[src/rtl/t_logic_pipe.sv]
// t_logic_pipe: WIDTH-lane pipelined "t" function (2 stages) feeding a DEPTH-entry FIFO.
// Credit flow control at the input; statistics counters are built when T_LOGIC_PIPE_STATS_EN is defined.
module t_logic_pipe #(
   parameter int WIDTH = 8,
   parameter int DEPTH = 4
) (
   input  logic                         clk,
   input  logic                         rst,
   input  logic                         in_valid,
   output logic                         in_ready,
   input  logic [WIDTH-1:0]             pi0,
   input  logic [WIDTH-1:0]             pi1,
   input  logic [WIDTH-1:0]             pi2,
   input  logic [WIDTH-1:0]             pi3,
   input  logic [WIDTH-1:0]             pi4,
   output logic                         out_valid,
   input  logic                         out_ready,
   output logic [WIDTH-1:0]             po0,
   output logic [WIDTH-1:0]             po1,
   output logic [$clog2(DEPTH+1)-1:0]   level,
   output logic [15:0]                  stat_acc,
   output logic [15:0]                  stat_stall
);

   localparam int LW = $clog2(DEPTH + 1);
   localparam int PW = $clog2(DEPTH);

   typedef struct packed {
      logic [WIDTH-1:0] r0;
      logic [WIDTH-1:0] r1;
   } result_t;

   logic             accept;
   logic             push;
   logic             pop;
   logic [LW:0]      credits;

   logic             s1_v;
   logic [WIDTH-1:0] s1_n8;
   logic [WIDTH-1:0] s1_n9;
   logic [WIDTH-1:0] s1_p1;
   logic [WIDTH-1:0] s1_p4;

   logic             s2_v;
   result_t          s2_res;

   result_t          mem [DEPTH];
   logic [PW-1:0]    wr_ptr;
   logic [PW-1:0]    rd_ptr;
   logic [LW-1:0]    count;

   // Every result already in flight holds a credit, so the FIFO can never overflow
   // even though the pipeline itself never stalls. Pops free credits one cycle late.
   always_comb begin
      credits   = (LW+1)'(count) + (LW+1)'(s1_v) + (LW+1)'(s2_v);
      in_ready  = ~rst & (credits < (LW+1)'(DEPTH));
      accept    = in_valid & in_ready;
      out_valid = (count != '0);
      pop       = out_valid & out_ready;
      push      = s2_v;
   end

   // NOTE: sequential state uses non-blocking assignments so every flop samples pre-edge values.
   always_ff @(posedge clk) begin
      if (rst) begin
         s1_v <= 1'b0;
         s2_v <= 1'b0;
      end else begin
         s1_v <= accept;
         s2_v <= s1_v;
      end
   end

   // Datapath registers carry no reset; the valid bits alone qualify them.
   always_ff @(posedge clk) begin
      if (accept) begin
         s1_n8 <= pi0 & pi2;
         s1_n9 <= pi2 & pi3;
         s1_p1 <= pi1;
         s1_p4 <= pi4;
      end
   end

   always_ff @(posedge clk) begin
      s2_res.r0 <= s1_n8 | (s1_p1 & ~s1_n9);
      s2_res.r1 <= (s1_p1 | s1_p4) & ~s1_n9;
   end

   always_ff @(posedge clk) begin
      if (rst) begin
         wr_ptr <= '0;
         rd_ptr <= '0;
         count  <= '0;
      end else begin
         if (push) wr_ptr <= wr_ptr + PW'(1);
         if (pop)  rd_ptr <= rd_ptr + PW'(1);
         case ({push, pop})
            2'b10:   count <= count + LW'(1);
            2'b01:   count <= count - LW'(1);
            default: count <= count;
         endcase
      end
   end

   // NOTE: storage array is not reset; occupancy is tracked by count and the output is masked when empty.
   always_ff @(posedge clk) begin
      if (push) mem[wr_ptr] <= s2_res;
   end

   always_comb begin
      po0   = out_valid ? mem[rd_ptr].r0 : '0;
      po1   = out_valid ? mem[rd_ptr].r1 : '0;
      level = count;
   end

`ifdef T_LOGIC_PIPE_STATS_EN
   logic [15:0] acc_cnt;
   logic [15:0] stall_cnt;

   always_ff @(posedge clk) begin
      if (rst) begin
         acc_cnt   <= '0;
         stall_cnt <= '0;
      end else begin
         if (accept && acc_cnt != 16'hFFFF)
            acc_cnt <= acc_cnt + 16'd1;
         if (in_valid && !in_ready && stall_cnt != 16'hFFFF)
            stall_cnt <= stall_cnt + 16'd1;
      end
   end

   assign stat_acc   = acc_cnt;
   assign stat_stall = stall_cnt;
`else
   assign stat_acc   = 16'h0000;
   assign stat_stall = 16'h0000;
`endif

endmodule
[config.mk]
export PLATFORM = sky130hd
export DESIGN_NAME = t_logic_pipe
export DESIGN_NICKNAME = d
export VERILOG_FILES = /design/src/rtl/t_logic_pipe.sv
export SDC_FILE = /design/constraint.sdc
export NUM_CORES = 1
export LEC_CHECK = 0
export ABC_CLOCK_PERIOD_IN_PS = 3080
export CORE_ASPECT_RATIO = 1.75
export CORE_MARGIN = 2
export CORE_UTILIZATION = 45
export DETAILED_ROUTE_END_ITERATION = 16
export PLACE_DENSITY = 0.78
export SKIP_LAST_GASP = 1
export SLEW_MARGIN = 20
export SYNTH_ARGS = -nofsm -noshare
export SYNTH_HDL_FRONTEND = slang
export SYNTH_SLANG_ARGS = --single-unit
[constraint.sdc]
create_clock -name clk -period 3.08 [get_ports clk]
set_input_delay 0.308 -clock clk [delete_from_list [all_inputs] [get_ports clk]]
set_output_delay 0.308 -clock clk [all_outputs]
set_load 0.05 [all_outputs]
# --- After elaboration in Yosys (flattened, before gate mapping) ---
# Memory sizes are Yosys's and may differ from the RTL's. A register that Yosys moved wholly into a read port is not among the register bits.
# Cells that the tools add are included.
totals:
  register_bits: 57
  ram_bits: 64
  input_bits: 44
  out_inout_bits: 53
  memories: 1
mem_list:
  columns: ["memory", "depth", "word_bits", "read_ports", "rd_ports_with_merged_regs", "wr", "line", "text"]
  rows:
  - ["mem", 4, 16, 1, 1, 1, "47", "result_t mem [DEPTH];"]
classes:
  n_addsub: 6
  n_lt_le_gt_ge: 1
  eq_ne: 2
  n_mux: 7
  bitwise: 11
  n_reduce_logical: 2
op_table:
  columns: ["operator", "count"]
  rows:
  - ["$and 8x8->8", 4]
  - ["$mux 8", 2]
  - ["$or 8x8->8", 2]
  - ["$not 8->8", 1]
  - ["$pmux 3 s2", 1]
  - ["$add 2x1->2 const B", 2]
  - ["$add 3x1->4", 1]
  - ["$add 4x1->4", 1]
  - ["$lt 4x3->1 const B", 1]
  - ["$mux 2", 2]
  - ["$add 3x1->3 const B", 1]
  - ["$and 1x1->1", 3]
  - ["$reduce_bool 3->1", 1]
  - ["$sub 3x1->3 const B", 1]
  - ["$eq 2x1->1 const B", 1]
  - ["$eq 2x2->1 const B", 1]
  - ["$mux 1", 2]
  - ["$reduce_bool 2->1", 1]
  - ["$not 1->1", 1]

# --- Longest topological paths before layout ---
logic_depth:
  word_depth: 5
  depth_mapped: 8

# --- Least setup slack after synthesis ---
# Ideal clock, no wire load.
synth_timing:
  path_type: "reg2reg"
  from: "register count[0] (netlist: level[0])"
  to: "register s1_n8[0], enable pin"
  setup_time_ns: 0.392
  arrival_time_ns: 3.469
  required_ns: 2.688
  path_slack_ns: -0.781
  stages_incl_launch_ff: 5
  path_buffers: 0
  cell_sequence: "dfxtp_1 -> ha_1 -> a21o_1 -> a211oi_1 -> and2_1"
synth_via:
  elab_chain_cells: 5
synth_rtl:
  columns: ["element", "line", "text"]
  rows:
  - ["from (decl)", "50", "logic [LW-1:0] count;"]
  - ["from (signal assigned)", "98", "2'b10: count <= count + LW'(1);"]
  - ["from (signal assigned)", "99", "2'b01: count <= count - LW'(1);"]
  - ["from (signal assigned)", "100", "default: count <= count;"]
  - ["$add 3x1->4", "55", "credits = (LW+1)'(count) + (LW+1)'(s1_v) + (LW+1)'(s2_v);"]
  - ["$add 4x1->4", "55", null]
  - ["$lt 4x3->1", "56", "in_ready = ~rst & (credits < (LW+1)'(DEPTH));"]
  - ["$and 1x1->1", "56", null]
  - ["net in_ready", "10", "output logic in_ready,"]
  - ["$and 1x1->1", "57", "accept = in_valid & in_ready;"]
  - ["net accept", "33", "logic accept;"]
  - ["to (signal assigned)", "77", "s1_n8 <= pi0 & pi2;"]
  - ["to (decl)", "39", "logic [WIDTH-1:0] s1_n8;"]
# The timed path passes the listed nets, and every way through them passes these cells.
# A chain may end at the register's enable or synchronous reset.

==> summary.md <==
| Metric | Value |
|---|---|
| Status | finished clean |
| First-pass GRT wire length | 10500 um |
| FMAX | 0.359 GHz |
| Max Cap Violations | 0 |
| Synth unique cells | 28 |
| Setup Viol. Count Final | 0 |
| Initial antenna violation count | 0 |
| Total core area | 0.0103 mm^2 |
| FF/Latch Area | 0.00342 mm^2 |
| YS warnings | 0 |
| Clock-pin slew on the worst setup and hold paths | 50 ps |
| Final HPWL DP | 4580 um |
| Reg2reg setup slack | 840 ps |
| Die width | 81.8 um |
| DRT antenna net count | 0 |
| Clock net sink count | 123 |
| Crit path required time | 2770 ps |
| RSZ-0062 raised after global routing | false |
| Initial Util | 46.3% |
| Final Skew | 8.15 ps |
| Inserted Clock Buffers | 17 |
| Antenna cell count | 0 |
| Final RePlAce weighted congestion | 0.723 |
| CTS tree | built |
| Area of placed instances | 0.00542 mm^2 |
| Layout cell share with drive strength beyond 1 | 10.6% |
| FF-to-FF End | s1_n9[5]$_DFFE_PP_ |
| Ys async rst share | 0% |
| Ys flop type | edfxtp_1 |
| Synthesis-to-layout area growth | 25.7% |
| Syn Inst Count | 288 |
| Worst-path fanout max | 16 |
| Hold crit path type | flip-flop to flip-flop |
| Post-CTS sizing | 0 |
| # hold bufs at CTS | 0 |
| Crit path DAT | 2480 ps |
| Cell Area, Synth | 0.00477 mm^2 |
| Setup TNS Final | 0 ps |
| Endpoint type of the worst setup path | primary output |
| Die area | 0.0115 mm^2 |
| Vias in the first global route | 2184 |
| CP endpoint | po1[7] |
| Total global-route track usage | 12.7% |
| Die height | 140 um |
| Max Slew Vio Count | 0 |
| Number of synthesized flops with an enable pin | 96 |
| Largest net degree at the start of global routing | 33 |
| Avg Inst Size Synth | 16.6 um^2 |
| DRC | 0 |
| Total Power | 5.05 mW |
| Vias/cell | 4.58 |
| Drt pass-1 iters | 4 |
| Layout filler cell count | 780 |
| Port bufs | 64 |
| Final instance area | 0.00600 mm^2 |
| Relative slew slack | 41.2% |
| Pwr/cell area | 843 mW/mm^2 |
| Crit path max-delay family | buffers and inverters |
| IO Pins | 97 |
| Fin crit share | 90.4% |
| Worst path cell trace | buf_4 > mux4_1 > nor2b_1 > clkdlybuf4s50_1 |
| CTS max path bufs | 2 |
| Maximum vdd drop | 0.000554 V |
| CTS H-Tree Depth | 4 |
| Startpoint Class | flip-flop |
| Minimum clock period | 2780 ps |
| Leak | 2.19 nW |
| WL/cell | 13.3 um |
| Global route total overflow | 0 |
| Clk_lat worst skew | 400 ps |
| CP max-delay cell | clkdlybuf4s50_1 |
| WS Path Type | flip-flop to primary output |
| Root Buffer | clkbuf_16 |
| CP Depth | 4 |
| Routed wire length | 6730 um |
| CP Buf/Inv Count | 2 |
| Register area share after synthesis | 71.7% |
| Crit-path max cell delay | 720 ps |
| Setup Fix Bufs, Post-CTS | 0 |
| Multi-input logic area | 0.00112 mm^2 |
| Worst r2r src | level[0]$_SDFFE_PP0P_ |
| Nets | 417 |
| Worst-margin pin slew | 882 ps |
| Vias | 2320 |
| Reg2Reg Depth | 4 |
| Std cell rows | 49 |
| Initial drt markers | 97 |
| Hold Fails Final Rpt | 0 |
| FF+latch count, synth | 123 |
-- cells in the mapped netlist, types with 2 or more instances --
master / count / area share [%]
inv_1: 16 / 1.3
nor2_1: 23 / 1.8
buf_4: 32 / 5.0
ha_1: 6 / 1.6
a21oi_1: 3 / 0.31
dfxtp_1: 27 / 11
o21ai_0: 2 / 0.21
edfxtp_1: 96 / 60
and2b_1: 2 / 0.31
nor2b_1: 15 / 2.0
mux4_1: 6 / 3.3
a21o_1: 9 / 1.4
mux4_2: 10 / 4.7
or3_1: 2 / 0.26
and2_1: 22 / 2.9
xor2_1: 3 / 0.55
buf_2: 2 / 0.21
clkbuf_1: 2 / 0.16
-- sequential cells by signal, summed over array words and instances (netlist names), named ones only --
register,cells
s1_p4,8
s1_v,1
s1_n8,8
rd_ptr,2
level,3
wr_ptr,2
s2_res,16
s1_p1,8
mem,64
s1_n9,8
push,1
-- per-layer routing --
layer | vias up | wire, um | global-route usage (%)
li1 | 1125 | - | -
met1 | 1097 | 2560 | 13.3
met2 | 86 | 3670 | 21.5
met3 | 12 | 383 | 5.48
met4 | 0 | 117 | 5.70
met5 | - | 0 | 0
-- how the worst min path moves through the flow --
stage,startpoint,to,cells past startpoint
2_1_floorplan,s1_n8[2]$_DFFE_PP_,s2_res[10]$_DFF_P_,1
5_1_grt,s1_n8[5]$_DFFE_PP_,s2_res[13]$_DFF_P_,1
4_1_cts,s1_n9[6]$_DFFE_PP_,s2_res[6]$_DFF_P_,1
6_report,s1_n8[3]$_DFFE_PP_,s2_res[11]$_DFF_P_,1
3_3_place_gp,s1_n8[6]$_DFFE_PP_,s2_res[14]$_DFF_P_,1
3_5_place_dp,s1_n8[7]$_DFFE_PP_,s2_res[15]$_DFF_P_,1
-- through the flow --
step	hold WS (ps)	worst slack, ps	std cells	util, %
floorplan	398	55.2	319	-
global placement	404	686	474	52.6
detailed placement	411	653	474	52.6
CTS	425	248	506	58.2
global route	436	188	506	58.2
finish	423	297	506	58.2
-- kinds of logic (layout without fill, tap and decap cells) --
family / count (synthesis) / count (layout) / share of synthesized area [%]
DFF: 123 / 123 / 71.7
and+or+nand+nor: 66 / 66 / 7.66
buffers and inverters: 54 / 114 / 7.32
muxes: 17 / 17 / 8.23
AOI/OAI and AO/OA: 16 / 16 / 2.25
adders and majority gates: 7 / 7 / 1.99
xor gates and xnor gates: 4 / 4 / 0.734
other: 1 / 32 / 0.0786
-- layout by cell type (no fill, tap or decap), drive strengths merged --
master         Yosys  layout
a211oi             1       1
a21oi              3       3
and2b              2       2
inv               16      16
mux4              16      16
edfxtp            96      96
clkbuf             2      22
a21o               9       9
buf               36       2
or3                2       2
o31ai              1       1
xor2               3       3
fa                 1       1
nand2              1       1
clkdlybuf4s50      0      64
bufinv             0       3
o21ai              2       2
nor2b             15      15
and2              22      22
conb               1      32
dfxtp             27      27
clkinvlp           0       1
ha                 6       6
nor2              23      23
mux2i              1       1
clkinv             0       6
xnor2              1       1
nor3               1       1
-- area by class of cell --
type / instances / area share [%]
sequential: 123 / 57.1
inverter: 16 / 1.00
multi-input combinational: 142 / 18.7
tap: 127 / 2.65
clock buffer: 22 / 7.57
timing repair buffer: 66 / 10.9
clock inverter: 10 / 2.07
-- power by group --
group | switching, mW | internal (mW)
clock | 0.623 | 1.28
combinational | 0.757 | 0.447
sequential | 0.0625 | 1.89
Note: power is estimated with default switching activity, not from simulation.
==> variant, RTL diff (same settings) <==
Build with the macro `T_LOGIC_PIPE_STATS_EN` defined.
--- a/src/rtl/t_logic_pipe.sv
+++ b/src/rtl/t_logic_pipe.sv
@@ -1,4 +1,6 @@
 // t_logic_pipe: WIDTH-lane pipelined "t" function (2 stages) feeding a DEPTH-entry FIFO.
 // Credit flow control at the input; statistics counters are built when T_LOGIC_PIPE_STATS_EN is defined.
+`define T_LOGIC_PIPE_STATS_EN
+
 module t_logic_pipe #(
    parameter int WIDTH = 8,
Function: changed (Yosys sat finds a counterexample within 4 cycles, from zero or initial values and one cycle with rst high).
==> variant against the original RTL <==
  * Sequential cell count is 32 higher
  * Wire length is 68% higher
  * Total power is 14% higher
  * Count of clock-buffer cells in the layout is 5 lower
  * Setup slack better by 0.016 ns
  * Sequential power is 22% higher
  * Final area is 31% higher
  * Clock power is 14% higher
  * Synthesized area is 27% higher
  * Highest routed layer unchanged
==> variant: results (changes against the original RTL) <==
stage	metric	value	unit	change
logic_synthesis	post-synthesis adder-cell area fraction	0.0198		was 0.0199
logic_synthesis	top cells by area, synth	edfxtp_1 48%, dfxtp_1 19%, mux4_2 5.9%		was edfxtp_1 60%, dfxtp_1 11%, buf_4 5.0%
outcome	status	complete, no violations		unchanged
routing	drt wl/cell	15.3	um	was 13.3 um
logic_synthesis	Seq/Total Area, Yosys	0.670		was 0.717
logic_synthesis	Compound-Gate Fraction of Synth Area	0.0301		was 0.0225
critical_path	reg-to-reg setup timing slack	0.68	ns	was 0.84 ns
sta	worst relative slew slack	0.429		was 0.412
cts	Max clock buf depth	2		unchanged
worst_hold_path	hold_sp	s1_n9[1]		was s1_n8[3]
global_routing	GRT Total Usage	0.167		was 0.127
placed_design	Place WS	0.504	ns	was 0.653 ns
routing	Initial DRC Count	171		was 97
logic_synthesis	Post-synth top cells	96 x edfxtp_1, 59 x dfxtp_1, 58 x nor2_1		was 96 x edfxtp_1, 32 x buf_4, 27 x dfxtp_1
global_routing	first-pass GRT wire length	18700	um	was 10500 um
cts	H-tree depth	4		unchanged
global_routing	initial antenna violation count	0		unchanged
pwr	maximum VDD drop	0.489	mV	was 0.554 mV
global_routing	largest net degree at the start of global routing	29		was 33
cells_and_area	# diodes	0		unchanged
cells_and_area	final net count	603		was 417
worst_hold_path	Hold EP	s2_res[1]		was s2_res[11]
placed_design	HPWL Detailed	8040	um	was 4580 um
routing	vias per cell	4.98		was 4.58
cts	Worst-Skew Late Latency	0.41	ns	
critical_path	reg2reg path depth	9		was 4
critical_path	r2r endpoint	level[2]		was s1_n9[5]
pwr	Static Leak	2.69	nW	was 2.19 nW
sta	hold_ws	0.426	ns	was 0.423 ns
pwr	switching power total	1.66	mW	was 1.44 mW
logic_synthesis	post-synthesis mux area share	0.0611		was 0.0823
cells_and_area	fillcell total	1065		was 780
critical_path	R2R Path Start	level[1]		was level[0]
sta	clk_skew	0.0132	ns	was 0.00815 ns
critical_path	CP arrival	2.46	ns	was 2.48 ns
placed_design	port bufs	96		was 64
logic_synthesis	Post-Synth XOR/XNOR Area	0.0448		was 0.00734
logic_synthesis	Cell variety after synth	41		was 28
global_routing	number of global-route vias before repair	3954		was 2184
placed_design	gpl congestion	0.827		was 0.723
worst_hold_path	hold crit path type	register to register		unchanged
cells_and_area	layout cells sized above 1	0.112		was 0.106
[variant: cell count changes after synthesis, sizes merged, moves of 14 or more]
cell,unedited run,this run
and2,22,37
buf,36,9
dfxtp,27,59
nand3,0,16
nor2,23,58
nor2b,15,1
xnor2,1,23
[variant: metrics by stage]
stage,area [um^2],cells
after floorplan,6060,445
after global placement,7240,705
after detailed placement,7240,705
after CTS,7860,737
after global routing,7860,737
final,7860,737
[variant: layer usage]
layer	wire [um]	vias up	track usage
met5	0	-	0
met4	121	0	0.0746
met3	494	8	0.0436
met2	6470	91	0.312
met1	4210	1766	0.172
li1	-	1807	-
[variant: critical path, cell delays in order, from the launching register on]
cell and delay (ns):
dfxtp_1 0.31, buf_4 0.31, mux4_2 0.54, and2_1 0.17
clkdlybuf4s50_1 0.70
[variant: power by group through the flow]
stage | sequential [mW] | combinational [mW] | clock [mW]
6_report | 2.37 | 1.22 | 2.17
5_1_grt | 2.38 | 1.30 | 2.30
4_1_cts | 2.37 | 1.24 | 2.22
3_5_place_dp | 2.41 | 1.24 | 0
3_3_place_gp | 2.40 | 1.22 | 0
2_1_floorplan | 2.45 | 0.791 | 0
[variant: how the worst max path moves through the flow]
stage	from	slack [ns]	cells after the start	endpoint
finish	register	0.31	4	po0[5]
global placement	rst	0.57	7	stat_acc[15]
global route	register	0.20	4	po1[0]
floorplan	level[0]	0.49	8	stat_acc[2]
detailed placement	rst	0.50	7	stat_acc[15]
CTS	register	0.26	4	po0[5]
[variant: cell type report]
cell class	instances	area, um^2	share of cell area
Tap cell	174	218	0.0277
Timing Repair Buffer	102	1030	0.131
Clock inverter	15	200	0.0255
Multi-Input combinational cell	254	1850	0.236
Sequential cell	155	4060	0.517
Inverter	20	75.1	0.00955
Clock buffer	17	425	0.0541
[variant: cell families (layout without fill, tap and decap cells)]
kind of cell,Yosys count,count (layout)
fa+ha+maj,9,9
flops,155,155
mux,17,17
simple gates,172,172
xor+xnor,31,31
buf+inv,36,154
compound gates,25,25
